===== config.mk =====
export PLATFORM = sky130hd
export DESIGN_NAME = pipeline_control_unit
export DESIGN_NICKNAME = d
export VERILOG_FILES = /design/src/rtl/cpu_types_pkg.sv /design/src/rtl/sat_counter.sv /design/src/rtl/pipeline_control_unit.sv
export SDC_FILE = /design/constraint.sdc
export NUM_CORES = 1
export LEC_CHECK = 0
export CORE_UTILIZATION = 50
export DETAILED_ROUTE_END_ITERATION = 8
export DONT_BUFFER_PORTS = 1
export SLEW_MARGIN = 25
export SYNTH_ARGS = -nofsm -noshare
export SYNTH_HDL_FRONTEND = slang
export SYNTH_HIERARCHICAL = 1
export SYNTH_SLANG_ARGS = --single-unit
export TNS_END_PERCENT = 5

===== constraint.sdc =====
create_clock -name CLK -period 5.6 [get_ports CLK]
set_clock_uncertainty 0.05 [all_clocks]
set_input_delay 0.84 -clock CLK [delete_from_list [all_inputs] [get_ports CLK]]
set_output_delay 0.84 -clock CLK [all_outputs]
set_load 0.01 [all_outputs]

===== src/rtl/cpu_types_pkg.sv =====
// Shared types for the 5-stage core's pipeline control.
//   pctl_state_t : pipeline control FSM state
//   pctl_dec_t   : one cycle's control decision (PC enable, per-latch enable/flush, next state)
//   run_rules    : prioritised RUN-state decision shared by RUN, LWBUB and DWAIT (on dhit)
package cpu_types_pkg;

  typedef enum logic [1:0] {
    RUN    = 2'd0,
    DWAIT  = 2'd1,
    LWBUB  = 2'd2,
    HALTED = 2'd3
  } pctl_state_t;

  // Latch vectors are ordered {IF/ID, ID/EX, EX/MEM, MEM/WB}.
  typedef struct packed {
    logic        pc_en;
    logic [3:0]  en;
    logic [3:0]  flush;
    logic        dstall;  // this cycle is a dmem-miss stall
    pctl_state_t nxt;
  } pctl_dec_t;

  function automatic pctl_dec_t run_rules(input logic halt_mem, input logic mem_busy,
                                          input logic dhit, input logic branch,
                                          input logic lw, input logic jump, input logic ihit);
    pctl_dec_t d;
    d.pc_en  = 1'b1;
    d.en     = 4'b1111;
    d.flush  = 4'b0000;
    d.dstall = 1'b0;
    d.nxt    = RUN;
    if (halt_mem) begin
      // Drain only the HALT itself into MEM/WB; everything younger is squashed.
      d.pc_en = 1'b0;
      d.flush = 4'b1110;
      d.nxt   = HALTED;
    end else if (mem_busy && !dhit) begin
      // Freeze the front of the pipe, push a bubble into MEM/WB.
      d.pc_en  = 1'b0;
      d.en     = 4'b0001;
      d.flush  = 4'b0001;
      d.dstall = 1'b1;
      d.nxt    = DWAIT;
    end else if (branch) begin
      d.flush = 4'b1110;
    end else if (lw) begin
      d.pc_en = 1'b0;
      d.en    = 4'b0111;
      d.flush = 4'b0100;
      d.nxt   = LWBUB;
    end else if (jump) begin
      d.flush = 4'b1000;
    end else if (!ihit) begin
      d.pc_en = 1'b0;
      d.flush = 4'b1000;
    end
    return d;
  endfunction

endpackage


===== src/rtl/sat_counter.sv =====
// Saturating up-counter with synchronous clear.
//   clk, rst : clock, asynchronous active-high reset
//   en       : count up by one (ignored once at MAX)
//   clr      : synchronous clear, wins over en
//   cnt      : current count
//   at_max   : cnt == MAX
module sat_counter #(
  parameter int unsigned   W   = 8,
  parameter logic [W-1:0]  MAX = '1
) (
  input  logic         clk,
  input  logic         rst,
  input  logic         en,
  input  logic         clr,
  output logic [W-1:0] cnt,
  output logic         at_max
);

  logic [W-1:0] cnt_q, cnt_d;

  assign at_max = (cnt_q == MAX);
  assign cnt    = cnt_q;

  always_comb begin
    cnt_d = cnt_q;
    if (clr) begin
      cnt_d = '0;
    end else if (en && !at_max) begin
      cnt_d = cnt_q + W'(1);
    end
  end

  always_ff @(posedge clk or posedge rst) begin
    if (rst) begin
      cnt_q <= '0;
    end else begin
      cnt_q <= cnt_d;
    end
  end

endmodule


===== src/rtl/pipeline_control_unit.sv =====
// Pipeline control for the 5-stage core: drives PC enable and per-latch enable/flush for
// IF/ID, ID/EX, EX/MEM, MEM/WB from cache hits, load-use hazard, branch/jump and halt.
// Ports:
//   CLK, RST                 clock, asynchronous active-high reset
//   ihit, dhit               icache / dcache hit
//   dmemREN_MEM, dmemWEN_MEM MEM-stage load / store in flight
//   lw_hazard, jump_ID       load-use hazard, jump decoded in ID
//   branch_MEM, halt_MEM     taken branch / HALT at EX/MEM output
//   pc_en, en_*, flush_*     PC load enable, latch enables and bubble-load (flush wins)
//   halt                     sticky halted flag
//   stall_cnt                saturating count of non-halted cycles with pc_en=0
//   dwait_err                sticky: dmem wait reached DWAIT_MAX cycles
module pipeline_control_unit
  import cpu_types_pkg::*;
#(
  parameter int unsigned CNT_W     = 16,
  parameter int unsigned DWAIT_MAX = 64
) (
  input  logic             CLK,
  input  logic             RST,
  input  logic             ihit,
  input  logic             dhit,
  input  logic             dmemREN_MEM,
  input  logic             dmemWEN_MEM,
  input  logic             lw_hazard,
  input  logic             jump_ID,
  input  logic             branch_MEM,
  input  logic             halt_MEM,
  output logic             pc_en,
  output logic             en_IFID,
  output logic             en_IDEX,
  output logic             en_EXMEM,
  output logic             en_MEMWB,
  output logic             flush_IFID,
  output logic             flush_IDEX,
  output logic             flush_EXMEM,
  output logic             flush_MEMWB,
  output logic             halt,
  output logic [CNT_W-1:0] stall_cnt,
  output logic             dwait_err
);

  localparam int unsigned WAIT_W = $clog2(DWAIT_MAX + 1);

  pctl_state_t       state_q, state_d;
  logic              halt_q, dwait_err_q;
  pctl_dec_t         dec, ctl;
  logic              mem_busy;
  logic              stall_inc, stall_at_max;
  logic              wait_en, wait_clr, wait_at_max, wait_hit;
  logic [WAIT_W-1:0] wait_cnt;

  assign mem_busy = dmemREN_MEM | dmemWEN_MEM;

  always_comb begin
    dec = '0;
    unique case (state_q)
      RUN:    dec = run_rules(halt_MEM, mem_busy, dhit, branch_MEM, lw_hazard, jump_ID, ihit);
      // The bubble just inserted already covers the hazard; never insert a second one.
      LWBUB:  dec = run_rules(halt_MEM, mem_busy, dhit, branch_MEM, 1'b0, jump_ID, ihit);
      DWAIT: begin
        if (dhit) begin
          dec = run_rules(halt_MEM, mem_busy, dhit, branch_MEM, lw_hazard, jump_ID, ihit);
        end else begin
          // Keep stalling regardless of what else is pending behind the miss.
          dec = run_rules(1'b0, 1'b1, 1'b0, 1'b0, 1'b0, 1'b0, 1'b1);
        end
      end
      HALTED: begin
        dec.pc_en  = 1'b0;
        dec.en     = 4'b0000;
        dec.flush  = 4'b0000;
        dec.dstall = 1'b0;
        dec.nxt    = HALTED;
      end
    endcase
    state_d = dec.nxt;

    ctl = dec;
    if (RST) begin
      ctl.pc_en = 1'b0;
      ctl.en    = 4'b0000;
      ctl.flush = 4'b1111;
    end
  end

  assign pc_en       = ctl.pc_en;
  assign en_IFID     = ctl.en[3];
  assign en_IDEX     = ctl.en[2];
  assign en_EXMEM    = ctl.en[1];
  assign en_MEMWB    = ctl.en[0];
  assign flush_IFID  = ctl.flush[3];
  assign flush_IDEX  = ctl.flush[2];
  assign flush_EXMEM = ctl.flush[1];
  assign flush_MEMWB = ctl.flush[0];

  // Counters freeze once halted.
  assign stall_inc = (state_q != HALTED) && !dec.pc_en && !stall_at_max;
  assign wait_en   = dec.dstall && !wait_at_max;
  assign wait_clr  = !dec.dstall && (state_q != HALTED);
  assign wait_hit  = (wait_cnt == WAIT_W'(DWAIT_MAX));

  sat_counter #(
    .W   (CNT_W),
    .MAX ({CNT_W{1'b1}})
  ) u_stall_cnt (
    .clk    (CLK),
    .rst    (RST),
    .en     (stall_inc),
    .clr    (1'b0),
    .cnt    (stall_cnt),
    .at_max (stall_at_max)
  );

  sat_counter #(
    .W   (WAIT_W),
    .MAX (WAIT_W'(DWAIT_MAX))
  ) u_wait_cnt (
    .clk    (CLK),
    .rst    (RST),
    .en     (wait_en),
    .clr    (wait_clr),
    .cnt    (wait_cnt),
    .at_max (wait_at_max)
  );

  always_ff @(posedge CLK or posedge RST) begin
    if (RST) begin
      state_q     <= RUN;
      halt_q      <= 1'b0;
      dwait_err_q <= 1'b0;
    end else begin
      state_q     <= state_d;
      halt_q      <= (state_d == HALTED);
      dwait_err_q <= dwait_err_q | wait_hit;
    end
  end

  assign halt = halt_q;
  // Visible in the same cycle the wait count reaches the limit, then held by the flop.
  assign dwait_err = dwait_err_q | wait_hit;

endmodule


==> flow_summary.toml <==
[setup_path]
crit_top_cell = "nor4_1"
reg2regPathDepth = 9
slowest_delay_ns = 0.53
crit_buf_inv = 0
critPathMaxFanout = 7
cp.arrival_ns = 1.82
r2r_end = "u_stall_cnt/cnt[13]$_DFFE_PP0P_"
critPathLaunchType = "register"
crit_required_ns = 4.71
critPathKind = "register to output pin"
worst_path_dominant_cell_family = "simple AND/OR/NAND/NOR gates"
cp-startpoint = "state_q[0]$_DFF_PP0_"
worstPathCellList = "nor4_1, a31oi_1, nor4_1"
worst_path_max_delay_cell = "nor4_1"
regToRegSetupSlack_ns = 2.91
r2r_start = "u_stall_cnt/cnt[0]$_DFFE_PP0P_"
setup.worst_path.end_class = "output pin"

[routing]
ant_nets = 0
via_per_inst = 5.97
post_drt_wl_per_cell_microns = 14.7
vias = 1427
first_pass_iters = 4
drt_iter0_drc = 72
routed_wl_mm = 3.52
remaining_drc_errors = 0

[floorplan]
row_count = 21
die-area_sq_mm = 0.00373
fp.dieH_microns = 61.0
pin_count = 37
core_sq_mm = 0.00334
start_util_pct = 52.2
die_w_microns = 61.0

[global_routing]
grtUsageTotal_pct = 20.5
grt.busiest_layer = "met2"
grt_overflow = 0
antenna_found_initial = 0
grt_start_max_net_pins = 17
met3_usage_pct = 5.04
met1_usage_pct = 28.6
grt_util_met2_pct = 33.1
grt_pass1_wl_mm = 5.66
first_global_vias = 1207

[finish]
layout-drive-gt1-share_pct = 11.9
finalNetCount = 207
fill_cells = 320
area_growth_pct = 3.95
diodes = 0

[cts]
cts.hold.buffers_added = 0
cts_root_buffer = "clkbuf_4"
cts_resized = 0
post_cts_buffers = 0
clk_path_buf_depth = 2
clk_latency_ns = 0.33
clock-sinks = 27
numCtsBuffers = 3
htree_levels = 1
cts_tree = "done"
path_clk_slew_ns = 0.16

[synth]
synth.avg_cell_area_sq_um = 9.17
yosysWarnings = 6
yosysUniqueCellTypes = 49
ys_seq_area_share_pct = 38.8
synth_edf_count = 0
yosys_register_bits = 27
synthCells = 190
synthArstFlopShare_pct = 100
dominantRegCellSynth = "dfrtp_1"
syn-cell-area_sq_mm = 0.00174

[timing]
tightest_slew_ns = 0.625
fmax_ghz = 0.369
finalHoldViolCount = 0
setup_viol = 0
tns_ns = 0
finalMaxSlewViolations = 0
post-route-min-period_ns = 2.71
rsz0062_at_grt = "no"
min_period_over_period_pct = 48.4
slew_headroom_pct = 58.3
setup_ws_ns = 2.89

[pwr]
ir_drop_mv = 0.198
power.density_mw_per_mm2 = 248
power.leakage_nw = 0.766

[status]
status = "finished, final reports clean"

[placed_design]
routabilityCongestion = 0.729
dpl_worst_slack_ns = 2.88
io_buffer_count = 0
place_hpwl_mm = 2.71

[flow_run]
maxCapViolCount = 0

[hold_path]
hp-class = "input pin to async pin"
[cell usage after synthesis, types with 2 or more instances]
master / number / share of area [%]
ha_1: 3 / 2.2
nor2b_1: 7 / 2.5
a21oi_1: 13 / 3.7
and2_1: 2 / 0.72
nor3_1: 10 / 2.9
dfrtp_1: 27 / 39
nand4_1: 7 / 2.5
nand2_1: 12 / 2.6
or3_1: 4 / 1.4
or4_1: 2 / 0.86
nand4_4: 2 / 2.4
nor4b_1: 3 / 1.5
mux2i_1: 2 / 1.1
o21ai_0: 9 / 2.6
xor2_1: 2 / 1.0
nand3_1: 4 / 1.1
mux2_2: 7 / 4.5
a311oi_1: 2 / 1.0
inv_1: 12 / 2.6
and3b_1: 2 / 1.0
nor2_1: 19 / 4.1
buf_4: 2 / 0.86
nand2b_1: 7 / 2.5
nor4_1: 4 / 1.4
o31ai_1: 2 / 0.86
[layout make-up]
type                    instances  area, sq um  share of cell area (%)
clock inverters                 1         5.00                   0.276
well taps                      46         57.6                    3.18
inverters                      12         45.0                    2.49
clock buffers                   3         22.5                    1.24
multi-input cells             150         1010                    55.5
flip-flops and latches         27          676                    37.3
[logic make-up after synthesis]
logic type | share of synthesized area (%)
AO/OA/AOI/OAI | 13.3
flip-flops | 38.8
XOR/XNOR | 1.01
buffers and inverters | 4.38
adder cells (fa/ha/maj) | 2.15
AND/OR/NAND/NOR | 33.7
multiplexers | 6.53
other | 0.215
[registers in the layout, summed over array words and instances (netlist names)]
signal           count
dwait_err_q          1
halt                 1
state_q              2
u_stall_cnt/cnt     16
u_wait_cnt/cnt       7
[routing by layer]
metal	routed length, microns	share of wire (%)	vias to the layer above
met5	0	0	-
met4	19	0.54	0
met3	189	5.4	2
met2	1650	47	39
met1	1670	47	694
li1	-	-	692
[worst max-delay path by stage]
stage / cells past startpoint / end / slack [ns]
finish: 3 / pc_en / 2.89
global route: 9 / u_stall_cnt/cnt[13]$_DFFE_PP0P_ / 2.64
CTS: 3 / pc_en / 2.86
detailed placement: 3 / pc_en / 2.88
global placement: 7 / u_stall_cnt/cnt[13]$_DFFE_PP0P_ / 2.92
floorplan: 10 / u_stall_cnt/cnt[13]$_DFFE_PP0P_ / 3.09
[stage by stage]
step                      instance area, sq um  std cells  util (%)  power, mW  hold slack [ns]
after floorplan                           1760        194         -      0.346            0.431
after global placement                    1780        235      53.5      0.364            0.459
after detailed placement                  1780        235      53.5      0.369            0.455
after CTS                                 1810        239      54.3      0.454            0.244
after global routing                      1810        239      54.3      0.484            0.237
final                                     1810        239      54.3      0.449            0.239
[worst register-to-register path, stage by stage (launching register included)]
cell,delay (ns)
dfrtp_1,0.50
ha_1,0.30
nand4_1,0.16
nor4_4,0.09
a21oi_1,0.13
o31a_1,0.23
nand3_1,0.21
nor3_2,0.26
nor4b_1,0.28
mux2_2,0.37
[where the power goes]
part / total, mW / switching (mW) / internal [mW]
Combinational: 0.119 / 0.0685 / 0.0510
Clock: 0.0833 / 0.0565 / 0.0267
Sequential: 0.247 / 0.0327 / 0.214
[cell usage in the layout, fill, tap and decap left out, types with 5 or more instances in the layout]
cell type,synthesis,routed
a21oi_1,13,13
nand2b_1,7,7
dfrtp_1,27,27
nand2_1,12,12
o21ai_0,9,9
nor2b_1,7,7
nor3_1,10,10
nand4_1,7,7
inv_1,12,12
nor2_1,19,19
mux2_2,7,7
conb_1,1,5
(Power assumes the default switching activity.)
